**src/rtl/alu_ctrl_fsm.sv**
```systemverilog
// alu_ctrl_fsm: multi-cycle MIPS control sequencer in front of the ALU datapath.
// Takes one instruction per inst_valid/inst_ready handshake. Steps through
// DECODE, EXEC, optional MEM and WB. Produces the ALU function code, the operand
// selects and the regfile/memory/PC strobes.
// Ports:
//   clk, rst_b                 clock and async active-low reset
//   inst_valid/inst_ready/inst instruction handshake (ready only in IDLE)
//   alu_zero                   ALU condition flag, sampled at the end of EXEC
//   mem_ready                  data memory access complete
//   alu_func, alu_src_imm,     decoded controls; registered out of DECODE and
//   imm_zext, reg_dst_rd, link   held until the sequencer returns to IDLE
//   reg_write, mem_read,       state-qualified strobes
//   mem_write, pc_write, done
//   illegal, mem_err, halt     sticky status; each clears only on reset
module alu_ctrl_fsm #(
  parameter int SUPPORT_MULDIV = 1,
  parameter int MEM_TIMEOUT    = 15
) (
  input  logic        clk,
  input  logic        rst_b,
  input  logic        inst_valid,
  output logic        inst_ready,
  input  logic [31:0] inst,
  input  logic        alu_zero,
  input  logic        mem_ready,
  output logic [5:0]  alu_func,
  output logic        alu_src_imm,
  output logic        imm_zext,
  output logic        reg_dst_rd,
  output logic        reg_write,
  output logic        link,
  output logic        mem_read,
  output logic        mem_write,
  output logic        pc_write,
  output logic        done,
  output logic        illegal,
  output logic        mem_err,
  output logic        halt
);

  // state   | meaning
  // S_IDLE  | waiting for an instruction; ready unless a sticky flag is set
  // S_DECODE| decode latched instruction; register controls or flag illegal
  // S_EXEC  | ALU operates; alu_zero captured for branches
  // S_MEM   | load/store access; bounded wait for mem_ready
  // S_WB    | retire: done, register write, PC update
  typedef enum logic [2:0] {S_IDLE, S_DECODE, S_EXEC, S_MEM, S_WB} state_t;

  localparam int CW = ($clog2(MEM_TIMEOUT + 1) > 4) ? $clog2(MEM_TIMEOUT + 1) : 4;

  state_t state, next_state;

  logic [5:0]    op_q, funct_q;
  logic [4:0]    rt_q;
  logic          br_q, jmp_q, mem_q, ld_q, wr_q, sys_q, taken_q;
  logic [CW-1:0] cnt;
  logic          mem_timeout;

  logic [5:0] d_func;
  logic       d_imm, d_zext, d_rd, d_link, d_br, d_jmp, d_mem, d_ld, d_wr, d_sys, d_illegal;

  // rs, rd, shamt and imm16 are consumed by the datapath, not by the sequencer
  logic unused_inst;
  assign unused_inst = ^{inst[25:21], inst[15:6]};

  always_comb begin
    d_func = 6'b000000; d_imm = 1'b0; d_zext = 1'b0; d_rd = 1'b0; d_link = 1'b0;
    d_br = 1'b0; d_jmp = 1'b0; d_mem = 1'b0; d_ld = 1'b0; d_wr = 1'b0; d_sys = 1'b0;
    d_illegal = 1'b0;
    case (op_q)
      6'b000000: begin
        d_func = funct_q;
        d_rd   = 1'b1;
        d_wr   = 1'b1;
        case (funct_q)
          6'b100110, 6'b000000, 6'b000100, 6'b000010, 6'b100010, 6'b000110, 6'b101010,
          6'b100011, 6'b100101, 6'b100111, 6'b100001, 6'b100000, 6'b100100, 6'b000011: ;
          6'b011000, 6'b011010: d_illegal = (SUPPORT_MULDIV == 0);
          6'b001100: begin
            d_sys  = 1'b1;
            d_func = 6'b000000;
            d_rd   = 1'b0;
            d_wr   = 1'b0;
          end
          default: d_illegal = 1'b1;
        endcase
      end
      6'b001001: begin d_func = 6'b100001; d_imm = 1'b1; d_wr = 1'b1; end
      6'b100011: begin d_func = 6'b100001; d_imm = 1'b1; d_wr = 1'b1; d_mem = 1'b1; d_ld = 1'b1; end
      6'b101011: begin d_func = 6'b100001; d_imm = 1'b1; d_mem = 1'b1; end
      6'b001100: begin d_func = 6'b100100; d_imm = 1'b1; d_zext = 1'b1; d_wr = 1'b1; end
      6'b001101: begin d_func = 6'b100101; d_imm = 1'b1; d_zext = 1'b1; d_wr = 1'b1; end
      6'b001110: begin d_func = 6'b100110; d_imm = 1'b1; d_zext = 1'b1; d_wr = 1'b1; end
      6'b001010: begin d_func = 6'b101010; d_imm = 1'b1; d_wr = 1'b1; end
      6'b001111: begin d_func = 6'b111101; d_imm = 1'b1; d_wr = 1'b1; end
      6'b000100: begin d_func = 6'b111000; d_br = 1'b1; end
      6'b000101: begin d_func = 6'b111001; d_br = 1'b1; end
      6'b000110: begin d_func = 6'b111010; d_br = 1'b1; end
      6'b000111: begin d_func = 6'b111011; d_br = 1'b1; end
      6'b000001: begin
        if (rt_q == 5'b00001) begin
          d_func = 6'b111100;
          d_br   = 1'b1;
        end else begin
          d_illegal = 1'b1;
        end
      end
      6'b000010: d_jmp = 1'b1;
      6'b000011: begin d_jmp = 1'b1; d_link = 1'b1; d_wr = 1'b1; end
      default:   d_illegal = 1'b1;
    endcase
  end

  // mem_ready wins over the limit so a completion on the last allowed cycle is a success
  assign mem_timeout = (state == S_MEM) && !mem_ready && (cnt == CW'(MEM_TIMEOUT));

  always_ff @(posedge clk or negedge rst_b) begin
    if (!rst_b) state <= S_IDLE;
    else        state <= next_state;
  end

  always_comb begin
    next_state = state;
    inst_ready = 1'b0;
    mem_read   = 1'b0;
    mem_write  = 1'b0;
    reg_write  = 1'b0;
    pc_write   = 1'b0;
    done       = 1'b0;
    case (state)
      S_IDLE: begin
        inst_ready = !(halt || illegal || mem_err);
        if (inst_valid && inst_ready) next_state = S_DECODE;
      end
      S_DECODE: next_state = d_illegal ? S_IDLE : S_EXEC;
      S_EXEC:   next_state = mem_q ? S_MEM : S_WB;
      S_MEM: begin
        mem_read  = ld_q;
        mem_write = !ld_q;
        if (mem_ready)        next_state = S_WB;
        else if (mem_timeout) next_state = S_IDLE;
      end
      S_WB: begin
        done       = 1'b1;
        reg_write  = wr_q;
        pc_write   = jmp_q || (br_q && taken_q);
        next_state = S_IDLE;
      end
      default: next_state = S_IDLE;
    endcase
  end

  always_ff @(posedge clk or negedge rst_b) begin
    if (!rst_b) begin
      op_q <= '0; funct_q <= '0; rt_q <= '0;
      alu_func <= '0; alu_src_imm <= 1'b0; imm_zext <= 1'b0; reg_dst_rd <= 1'b0; link <= 1'b0;
      br_q <= 1'b0; jmp_q <= 1'b0; mem_q <= 1'b0; ld_q <= 1'b0; wr_q <= 1'b0; sys_q <= 1'b0;
      taken_q <= 1'b0;
      cnt <= '0;
      illegal <= 1'b0; mem_err <= 1'b0; halt <= 1'b0;
    end else begin
      if (state == S_IDLE && inst_valid && inst_ready) begin
        op_q    <= inst[31:26];
        rt_q    <= inst[20:16];
        funct_q <= inst[5:0];
      end
      if (state == S_DECODE && !d_illegal) begin
        alu_func <= d_func; alu_src_imm <= d_imm; imm_zext <= d_zext;
        reg_dst_rd <= d_rd; link <= d_link;
        br_q <= d_br; jmp_q <= d_jmp; mem_q <= d_mem; ld_q <= d_ld; wr_q <= d_wr; sys_q <= d_sys;
      end else if (next_state == S_IDLE) begin
        alu_func <= '0; alu_src_imm <= 1'b0; imm_zext <= 1'b0; reg_dst_rd <= 1'b0; link <= 1'b0;
        br_q <= 1'b0; jmp_q <= 1'b0; mem_q <= 1'b0; ld_q <= 1'b0; wr_q <= 1'b0; sys_q <= 1'b0;
      end
      if (state == S_EXEC) taken_q <= alu_zero;
      if (state == S_MEM) cnt <= cnt + CW'(1);
      else                cnt <= '0;
      if (state == S_DECODE && d_illegal) illegal <= 1'b1;
      if (mem_timeout)                    mem_err <= 1'b1;
      if (state == S_WB && sys_q)         halt    <= 1'b1;
    end
  end

endmodule
```
**config.mk**
```make
export PLATFORM = sky130hd
export DESIGN_NAME = alu_ctrl_fsm
export DESIGN_NICKNAME = d
export VERILOG_FILES = /design/src/rtl/alu_ctrl_fsm.sv
export SDC_FILE = /design/constraint.sdc
export NUM_CORES = 1
export LEC_CHECK = 0
export ABC_AREA = 1
export ABC_CLOCK_PERIOD_IN_PS = 2600
export BUFFER_PORTS_ARGS = -buffer_cell sky130_fd_sc_hd__buf_2
export CORE_ASPECT_RATIO = 0.7
export CORE_MARGIN = 3
export CORE_UTILIZATION = 40
export DETAILED_ROUTE_END_ITERATION = 12
export PLACE_DENSITY = 0.74
export SLEW_MARGIN = 20
export SYNTH_ARGS = -nofsm -noshare
export SYNTH_HDL_FRONTEND = slang
export SYNTH_SLANG_ARGS = --single-unit
```
**constraint.sdc**
```tcl
create_clock -name clk -period 2.6 [get_ports clk]
set_clock_uncertainty 0.2 [all_clocks]
set_input_delay 0.65 -clock clk [delete_from_list [all_inputs] [get_ports clk]]
set_output_delay 0.65 -clock clk [all_outputs]
set_load 0.05 [all_outputs]
```
After elaboration in Yosys (flattened, before gate mapping)
Index checks and enable logic that the tools add are counted.
{"block": "totals", "ff_bits": 44, "output_inout_bits": 19, "elab_cells": 133}
{"block": "op_classes", "add_sub_neg": 1, "n_eq_ne": 37, "muxes": 45, "n_reduce_logical": 30}
{"operator": "6-bit one-hot mux with 12 select lines", "n": 1}
{"operator": "6-bit == test (second input constant)", "n": 11}
{"operator": "6-bit by 4-bit == test with 1-bit output (second input constant)", "n": 7}
{"operator": "6-bit by 3-bit == test with 1-bit output (second input constant)", "n": 6}
{"operator": "1-bit two-way mux", "n": 30}
{"operator": "6-bit by 2-bit == test with 1-bit output (second input constant)", "n": 4}
{"operator": "6-bit two-way mux", "n": 4}
{"operator": "17-bit OR reduction", "n": 1}
{"operator": "8-bit OR reduction", "n": 2}
{"operator": "14-bit OR reduction", "n": 1}
{"operator": "6-bit by 5-bit == test with 1-bit output (second input constant)", "n": 2}
{"operator": "6-bit logical NOT", "n": 2}
{"operator": "3-bit two-way mux", "n": 4}
{"operator": "3-bit one-hot mux with 4 select lines", "n": 1}
{"operator": "1-bit logical AND", "n": 9}
{"operator": "3-bit by 2-bit == test with 1-bit output (second input constant)", "n": 2}
{"operator": "6-bit by 1-bit == test with 1-bit output (second input constant)", "n": 1}
{"operator": "3-bit logical NOT", "n": 2}
{"operator": "3-bit OR reduction", "n": 2}
{"operator": "5-bit by 1-bit == test with 1-bit output (second input constant)", "n": 1}
{"operator": "4-bit by 1-bit adder with 4-bit output (second input constant)", "n": 1}
{"operator": "4-bit == test (second input constant)", "n": 1}
{"operator": "1-bit logical NOT", "n": 4}
{"operator": "4-bit two-way mux", "n": 1}
{"operator": "9 further kinds", "n": 13}

Longest topological paths before layout
Gate-level depths: netlist of run 1.
{"block": "logic_depth", "ltp_word": 9, "depth_mapped": 11, "depth_no_buf": 11}

Worst setup path after synthesis of run 1
No wires, ideal clock.
{"block": "synth_path", "path_kind": "register to output", "from": "register state[1]", "to": "output port pc_write", "t_arrival_ps": 2071, "t_required_ps": 1750, "path_slack_ps": -321, "path_stages_with_launch": 6, "path_buffers": 0, "cell_sequence": "dfrtp_1 -> nor2_1 -> inv_1 -> nor2_1 -> inv_1 -> nor2_1"}
{"block": "synth_between", "elab_chain_cells": 2}
{"item": "from (decl)", "line": "51", "rtl": "state_t state, next_state;"}
{"item": "from (signal assigned)", "line": "119", "rtl": "else state <= next_state;"}
{"item": "3-bit == test", "line": "130", "rtl": "case (state)"}
{"item": "1-bit two-way mux", "line": "130"}
{"item": "to (decl)", "line": "34", "rtl": "output logic pc_write,"}
No other way between the ends.

Worst setup path in the final report of run 1
Ends and elaborated chain as after synthesis.

==> results.cfg, run 1 <==
[setup_path]
cpPeakStageDelay_ns = 0.43
path_max_fanout = 4
crit_chain = nor2_1 > inv_1 > nor2_2 > inv_1 > nor2_1 > buf_2
path_buf_inv = 3
critical_path.top_delay_family = flip-flops
startpoint = state[1]
cp-endpoint = pc_write
crit_arrival_ns = 1.45
r2r-start = op_q[1]
cp_num_cells = 6
startpoint_type = flip-flop
r2r-end = alu_func[3]
endpoint_kind = output port
crit_slowest_cell = dfrtp_1
required_ns = 1.75
worst-setup-path-type = reg -> out
reg2reg_slack_ns = 0.60
worstRegToRegCells = 8

[clocking]
clk_latency_ns = 0.31
cts_resized = 0
htree_levels = 2
cts_buffers = 5
cts_tree = done
postCtsSetupRepairBufs = 0
cts_hold_buf = 0
clock-sinks = 44
cts_buffer_depth = 2
root_buffer = clkbuf_8
cts.clk_slew.worst_paths_ns = 0.09

[finish]
n_antenna_cell = 0
layout-drive-gt1-share_pct = 21.4
utilization_pct = 49.5
layout.nets = 382
finalInstanceArea_sq_um = 2680
syn_to_final_growth_pct = 15.8

[floorplanning]
die_h_microns = 69.7
fp.coreArea_sq_um = 5420
die_area_sq_um = 6760
die_width_microns = 97.0
start_util_pct = 42.8
std_cell_rows = 22
pin_count = 56

[global_route]
use_met2_pct = 21.9
grt_max_degree = 45
grt_overflow = 0
grt_pass1_vias = 1883
grt_pass1_wl_mm = 8.85
antenna_found_initial = 0
grtUsageMet3_pct = 4.32
gr-max-usage-layer = met1
track_usage_pct = 16.1
use_met1_pct = 23.9

[synth]
synth_cell_types = 29
synthMuxAreaShare_pct = 1.46
synthCells = 302
synth_compound_area_share_pct = 7.45
synth_xor_area_share_pct = 0
syn_area_sq_um = 2320
yosys_warnings = 0
synth_area_per_cell_sq_um = 7.68
seq_area_frac_synth_pct = 47.5
syn_nets = 340
synth_fa_ha_area_share_pct = 0.540
synth_top_family_by_area = simple AND/OR/NAND/NOR gates
synthSimpleGateAreaFrac_pct = 34.1
synth_seq_cells = 44

[placement]
dp_hpwl_mm = 3.80
portBuffers = 40
dp_slack_ns = 0.637
placed_area_sq_um = 2590
place.gp.congestion = 0.948

[timing]
rsz0062_at_grt = no
setup_ws_ns = 0.295
period_needed_ns = 2.30
final.period_utilization_pct = 88.6
fmax_ghz = 0.434
slew_headroom_pct = 55.5
maxSlewViolCount = 0
finalHoldViolCount = 0
worstMarginPinSlew_ns = 0.666
setup_viol = 0

[drt]
ant_nets = 0
drt_wl_total_mm = 5.15
dr_total_vias = 2061
post_drt_via_cell_ratio = 4.94
drt_first_pass_iters = 4
drc = 0
routedWlPerCell_microns = 12.3
drt_iter0_markers = 111

[power_and_ir_drop]
powerDensity_nw_per_um2 = 446
p_leak_uw = 0.00152
ir_drop_mv = 0.221

[status]
status = completed

[min_path]
hold_class = in -> async

[flow_run]
max_cap_viol_count = 0
## cell families (layout without fill, tap and decap cells)
logic type / after synthesis / count (layout)
AND/OR/NAND/NOR: 176 / 176
buffers and inverters: 47 / 90
flip-flops: 44 / 44
AO/OA/AOI/OAI: 31 / 31
multiplexers: 3 / 3
adder cells (fa/ha/maj): 1 / 1
## state kept, by name, indices dropped and copies added, names as in the netlist, 3 cells and up
name      cells
alu_func      6
cnt           4
funct_q       6
op_q          6
rt_q          5
state         3
## worst reg2reg max path, stage by stage, from the launching register on
cell     delay, ns
dfrtp_1       0.48
nor2_2        0.22
nand3_2       0.15
inv_2         0.12
nand2_2       0.09
a21oi_2       0.13
nand2_2       0.23
nand4_1       0.20
nand2_1       0.07
## cell type report
class | instances | area, sq um
clock buffers | 6 | 82.6
clock inverters | 2 | 15.0
fillers | 560 | 2740
inverters | 39 | 149
multi-input cells | 211 | 1010
flip-flops and latches | 44 | 1100
well taps | 72 | 90.1
repair buffers | 43 | 235
## per-stage QoR
stage	power (uW)	instances	hold WS, ns	TNS, ns
after floorplan	715	302	0.154	-0.0921
after global placement	750	409	0.252	0
after detailed placement	752	409	0.261	0
after CTS	1210	417	0.110	0
after global routing	1250	417	0.119	0
final	1200	417	0.101	0
## worst min-delay path by stage
stage | endpoint | slack (ns) | depth (start not counted)
after global routing | rt_q[3] | 0.12 | 2
after global placement | cnt[0] | 0.25 | 1
final | rt_q[3] | 0.10 | 2
after detailed placement | cnt[0] | 0.26 | 1
after CTS | rt_q[3] | 0.11 | 2
after floorplan | alu_func[0] | 0.15 | 0
## Yosys cell counts, drive strengths merged
library cell | n | area share [%]
a211oi | 1 | 0.32
dfrtp | 44 | 47
nand2 | 78 | 13
nor3 | 5 | 1.3
nor2 | 51 | 8.6
mux2 | 3 | 1.5
nor4 | 1 | 0.27
a22oi | 1 | 0.32
o211ai | 2 | 0.65
o21ai | 7 | 1.5
nand4 | 18 | 5.1
inv | 39 | 6.4
clkbuf | 1 | 0.16
buf | 7 | 2.4
a21oi | 19 | 4.3
ha | 1 | 0.54
nand3 | 23 | 5.6
o41ai | 1 | 0.38
## layout by cell type (no fill, tap or decap), drive strengths merged
| cell type | count |
|---|---|
| buf | 43 |
| nor3 | 5 |
| ha | 1 |
| mux2 | 3 |
| a211oi | 1 |
| a22oi | 1 |
| inv | 39 |
| dfrtp | 44 |
| nand3 | 23 |
| o211ai | 2 |
| a21oi | 19 |
| nor2 | 51 |
| o41ai | 1 |
| nand2 | 78 |
| clkinvlp | 2 |
| clkbuf | 6 |
| nand4 | 18 |
| o21ai | 7 |
| nor4 | 1 |
## where the power goes
part	internal (uW)	leakage, uW	switching [uW]
clock	215	0.0000434	245
combinational	17.3	0.000947	29.6
sequential	688	0.000531	1.77
total	920	0.00152	277
## per-layer routing
metal / vias to the layer above / part of all wire [%] / wire length (microns)
met4: 0 / 2.0 / 104
met5: - / 0 / 0
met3: 11 / 8.6 / 445
met1: 915 / 50 / 2560
li1: 1060 / - / -
met2: 75 / 40 / 2040
Power figures use the tool's default switching activity.
==> run 2, diff against run 1 <==
ABC_CLOCK_PERIOD_IN_PS = 1900   (was 2600)
PLACE_DENSITY = 0.76   (was 0.74)
clock period = 1.9 ns   (was 2.6 ns; I/O delays follow)
==> run 2 against run 1 <==
Compared with the run above: the run now ends with negative setup slack left; clock power rose by 60%; largest cell class is now multi-input gates; critical path depth did not move; die area did not move; critical path type unchanged; via count rose by 8.8%; combinational power rose by 40%; final cell count rose by 6.7%; non-clock buffer count rose by 26; sequential share of layout area fell by 5.0 points; global-route usage rose by 1.7 points.
==> results.cfg, run 2 (synthesized netlist as in run 1, its figures left out) <==
[status]
status = complete, but fails checks
violations = negative setup slack

[placement]
dp_hpwl_mm = 4.26
dp_slack_ns = 0.00903
portBuffers = 40
place.gp.congestion = 0.994
placed_area_sq_um = 2770
dp_cells = 427

[floorplanning]
die_area_sq_um = 6760
std_cell_rows = 22
die_width_microns = 97.0
start_util_pct = 42.8
fp.coreArea_sq_um = 5420
pin_count = 56
die_h_microns = 69.7

[setup_path]
worstRegToRegCells = 8
startpoint_type = flip-flop
cp_num_cells = 6
required_ns = 1.22
endpoint_kind = output port
crit_arrival_ns = 1.37
crit_chain = nor2_2 > inv_2 > nor2_4 > inv_2 > nor2_4 > buf_6
path_max_fanout = 3
cp-endpoint = pc_write
r2r-end = alu_src_imm
crit_slowest_cell = dfrtp_1
worst-setup-path-type = reg -> out
r2r-start = state[0]
startpoint = state[0]
cpPeakStageDelay_ns = 0.43
reg2reg_slack_ns = 0.01
path_buf_inv = 3
critical_path.top_delay_family = flip-flops

[clocking]
cts.clk_slew.worst_paths_ns = 0.09
cts_tree = done
root_buffer = clkbuf_8
htree_levels = 2
clk_latency_ns = 0.31
cts_buffers = 5
cts_buffer_depth = 2
clock-sinks = 44

[global_route]
grt_pass1_vias = 2171
grt_pass1_wl_mm = 9.92
grt_max_degree = 29
antenna_found_initial = 0
track_usage_pct = 17.7
grt_overflow = 0

[timing]
period_needed_ns = 2.05
slew_headroom_pct = 70.7
maxSlewViolCount = 0
rsz0062_at_grt = yes
finalHoldViolCount = 0
worstMarginPinSlew_ns = 0.439
fmax_ghz = 0.489
final.period_utilization_pct = 108
setup_tns_ns = -0.605
setup_viol = 6
setup_ws_ns = -0.146

[drt]
drt_first_pass_iters = 8
drt_iter0_markers = 104
routedWlPerCell_microns = 13.2
post_drt_via_cell_ratio = 5.04
ant_nets = 0
dr_total_vias = 2242
drc = 0
drt_wl_total_mm = 5.87

[power_and_ir_drop]
ir_drop_mv = 0.348
p_leak_uw = 0.00170
powerDensity_nw_per_um2 = 567

[finish]
n_antenna_cell = 0
n_fill_cell = 516
layout.cells.non_filler = 445
mostFrequentLayoutCell = nand2_1
layout-drive-gt1-share_pct = 34.6
finalInstanceArea_sq_um = 3080
final_cell_mix = nand2_1, nor2_1, dfrtp_1
layout.nets = 410
syn_to_final_growth_pct = 32.8
top_regs = alu_func: 6 flops, funct_q: 6 flops, op_q: 6 flops

[min_path]
hold_class = in -> reg

[flow_run]
max_cap_viol_count = 0
-- run 2: worst reg2reg max path, stage by stage (launching register included) --
cell,delay [ns]
dfrtp_1,0.43
buf_4,0.16
nor3_2,0.28
inv_1,0.11
o21ai_1,0.20
inv_2,0.11
nand3_2,0.19
nand2_1,0.07
nand2_1,0.07
-- run 2: through the flow --
stage	util, %	hold slack, ns	power, uW
final	56.8	0.182	1740
after global routing	56.8	0.185	1820
after CTS	54.7	0.174	1760
after detailed placement	51.1	0.243	1030
after global placement	51.1	0.240	1030
after floorplan	-	-0.0206	981
-- run 2: metal layers --
metal	global-route usage [%]	part of all wire (%)	vias up
li1	-	-	1119
met1	24.9	48	1035
met2	27.8	44	79
met3	5.03	6.5	9
met4	2.65	0.97	0
met5	0	0	-
-- run 2: how the worst min path moves through the flow --
| stage | slack (ns) | end | depth (start not counted) | start |
|---|---|---|---|---|
| 2_1_floorplan | -0.02 | alu_func[0] | 0 | rst_b |
| 3_3_place_gp | 0.24 | rt_q[3] | 1 | rst_b |
| 3_5_place_dp | 0.24 | rt_q[3] | 1 | rst_b |
| 4_1_cts | 0.17 | taken_q | 3 | alu_zero |
| 5_1_grt | 0.18 | taken_q | 3 | alu_zero |
| 6_report | 0.18 | taken_q | 3 | alu_zero |
-- run 2: power by group --
part | switching, uW | total (uW) | leakage [uW] | internal [uW]
Sequential | 3.12 | 945 | 0.000527 | 941
Clock | 338 | 734 | 0.0000583 | 396
Combinational | 42.1 | 65.8 | 0.00111 | 23.7
Total | 383 | 1740 | 0.00170 | 1360
-- run 2: timing repair --
item	CTS	global route
hold endpoints to repair	18	0
resized for setup	12	27
endpoints found under the setup margin	14	39
hold buffers	1	0
setup buffers	4	3
cloned	0	2
pin swaps	5	3
-- run 2: area by class of cell --
| class | instances | area (sq um) | share of cell area (%) |
|---|---|---|---|
| multi-input cells | 212 | 1110 | 36.2 |
| flip-flops and latches | 44 | 1110 | 36.0 |
| repair buffers | 69 | 490 | 15.9 |
| inverters | 39 | 151 | 4.92 |
| well taps | 72 | 90.1 | 2.93 |
| clock buffers | 5 | 68.8 | 2.24 |
| clock inverters | 3 | 47.5 | 1.54 |
| repair inverters | 1 | 6.26 | 0.203 |
==> run 3, diff against run 2 <==
BUFFER_PORTS_ARGS = default   (was -buffer_cell sky130_fd_sc_hd__buf_2)
DONT_BUFFER_PORTS = 1   (was default)
PLACE_DENSITY = 0.67   (was 0.76)
==> run 3 against run 2 <==
Compared with the run above: the run still ends with negative setup slack left; highest routed layer unchanged; sequential power hardly changed; sequential cell count stayed put; wire length decreased by 6.7%; setup slack improved by 0.049 ns; largest power group unchanged; sequential share of layout area grew 2.3 points; critical path depth stayed put; non-clock buffer count is 39 lower; via count down 9.7%; final cell count decreased by 9.0%; critical endpoint unchanged.
==> results.cfg, run 3 (synthesized netlist as in run 1, its figures left out) <==
[setup_path]
r2r-start = op_q[5]
path_max_fanout = 4
cpPeakStageDelay_ns = 0.43
r2r-end = illegal
crit_chain = nor2_1 > inv_2 > nor2_4 > inv_2 > nor2_4 > buf_12
crit_arrival_ns = 1.32
endpoint_kind = output port
reg2reg_slack_ns = 0.14
worstRegToRegCells = 11
crit_slowest_cell = dfrtp_1
startpoint_type = flip-flop
required_ns = 1.22
worst-setup-path-type = reg -> out

[timing]
rsz0062_at_grt = yes
final.period_utilization_pct = 105
setup_viol = 6
finalHoldViolCount = 0
worstMarginPinSlew_ns = 0.493
maxSlewViolCount = 0
fmax_ghz = 0.501
period_needed_ns = 2.00
setup_ws_ns = -0.0962
slew_headroom_pct = 67.1

[placement]
dp_cells = 390
place.gp.congestion = 0.932
dp_hpwl_mm = 4.05
portBuffers = 0

[drt]
drt_first_pass_iters = 4
drc = 0
ant_nets = 0
post_drt_via_cell_ratio = 5.00
dr_total_vias = 2025
drt_iter0_markers = 72
routedWlPerCell_microns = 13.5
drt_wl_total_mm = 5.47

[clocking]
root_buffer = clkbuf_8
cts.clk_slew.worst_paths_ns = 0.09
htree_levels = 2
clock-sinks = 44
clk_latency_ns = 0.30
cts_tree = done
cts_buffer_depth = 2
cts_buffers = 5

[global_route]
grt_pass1_vias = 2003
grt_max_degree = 45
track_usage_pct = 16.6
grt_overflow = 0
grt_pass1_wl_mm = 9.28
antenna_found_initial = 0

[power_and_ir_drop]
switching_power_uw = 371
powerDensity_nw_per_um2 = 561
ir_drop_mv = 0.261
combPwrFrac_pct = 3.3
power.share.sequential_pct = 58.2
swShare_pct = 22.9
p_leak_uw = 0.00151
p_clk_share_pct = 38.5
p_int_uw = 1250

[finish]
layout.nets = 370
utilization_pct = 53.3
top_regs = alu_func: 6 flops, funct_q: 6 flops, op_q: 6 flops
final_cell_mix = nand2_1, nor2_1, dfrtp_1
n_antenna_cell = 0
layout.cells.non_filler = 405
mostFrequentLayoutCell = nand2_1
layout-drive-gt1-share_pct = 25.5
syn_to_final_growth_pct = 24.8

[floorplanning]
start_util_pct = 42.8
die_area_sq_um = 6760
fp.coreArea_sq_um = 5420
std_cell_rows = 22
pin_count = 56
die_width_microns = 97.0
die_h_microns = 69.7

[min_path]
hold_path_end = mem_err
hold_depth = 1
hold_class = in -> reg
holdCritStartpoint = mem_ready

[status]
status = complete, but fails checks
violations = negative setup slack

[flow_run]
max_cap_viol_count = 0
[run 3: cell types whose count changed in the layout (fill, tap and decap cells not counted), moves of 3 or more]
| cell | change |
|---|---|
| buf_6 | -5 |
| buf_4 | -4 |
| buf_12 | +4 |
| clkinv_4 | -3 |
| buf_2 | -34 |
[run 3: worst max-delay path: cells and delay by family (launching register included)]
family	cells	cell delay, ns
buffers and inverters	3	0.28
AND/OR/NAND/NOR	3	0.31
flip-flops	1	0.43
[run 3: through the flow]
| step | setup slack (ns) | instance area [sq um] | hold WS, ns | setup TNS, ns | total power (uW) |
|---|---|---|---|---|---|
| floorplan | -0.193 | 2380 | -0.0206 | -4.89 | 981 |
| global placement | 0.0998 | 2640 | -0.0190 | 0 | 988 |
| detailed placement | 0.0413 | 2640 | -0.0194 | 0 | 988 |
| CTS | -0.108 | 2810 | 0.0542 | -0.361 | 1650 |
| global route | -0.160 | 2890 | 0.0735 | -0.723 | 1690 |
| finish | -0.0962 | 2890 | 0.0664 | -0.281 | 1620 |
[run 3: worst max-delay path by stage]
stage             start          end  slack (ns)  cells after the start
2_1_floorplan   mem_err  alu_func[0]       -0.19                      8
5_1_grt        state[0]    reg_write       -0.16                      6
3_3_place_gp   state[2]        mem_q         0.1                      7
4_1_cts        state[1]     pc_write       -0.11                      6
3_5_place_dp   state[2]         br_q        0.04                      7
6_report       state[0]     pc_write        -0.1                      6
[run 3: cell type report]
cell class | count | area, sq um
fill | 503 | 2530
multi-input combinational | 212 | 1120
sequential | 44 | 1110
timing repair buffer | 30 | 327
inverter | 39 | 151
tap | 72 | 90.1
clock buffer | 6 | 82.6
clock inverter | 2 | 15.0
[run 3: power by group through the flow]
stage / sequential (uW) / combinational [uW] / clock [uW]
3_5_place_dp: 964 / 24.2 / 0
4_1_cts: 945 / 55.6 / 649
2_1_floorplan: 975 / 5.71 / 0
6_report: 945 / 53.4 / 626
3_3_place_gp: 964 / 24.1 / 0
5_1_grt: 946 / 60.2 / 688
[run 3: timing repair]
item	CTS	global route
cloned	0	1
pin swaps	4	1
endpoints found under the hold margin	44	0
gates resized for setup	3	17
setup buffers	4	1
endpoints found under the setup margin	6	35
hold buffers	2	0
[run 3: per-layer routing]
layer  GRT usage [%]  share of wire (%)
met1            23.1                 50
met2            26.1                 43
met3            4.52                6.2
met4            2.96               0.58
met5               0                  0
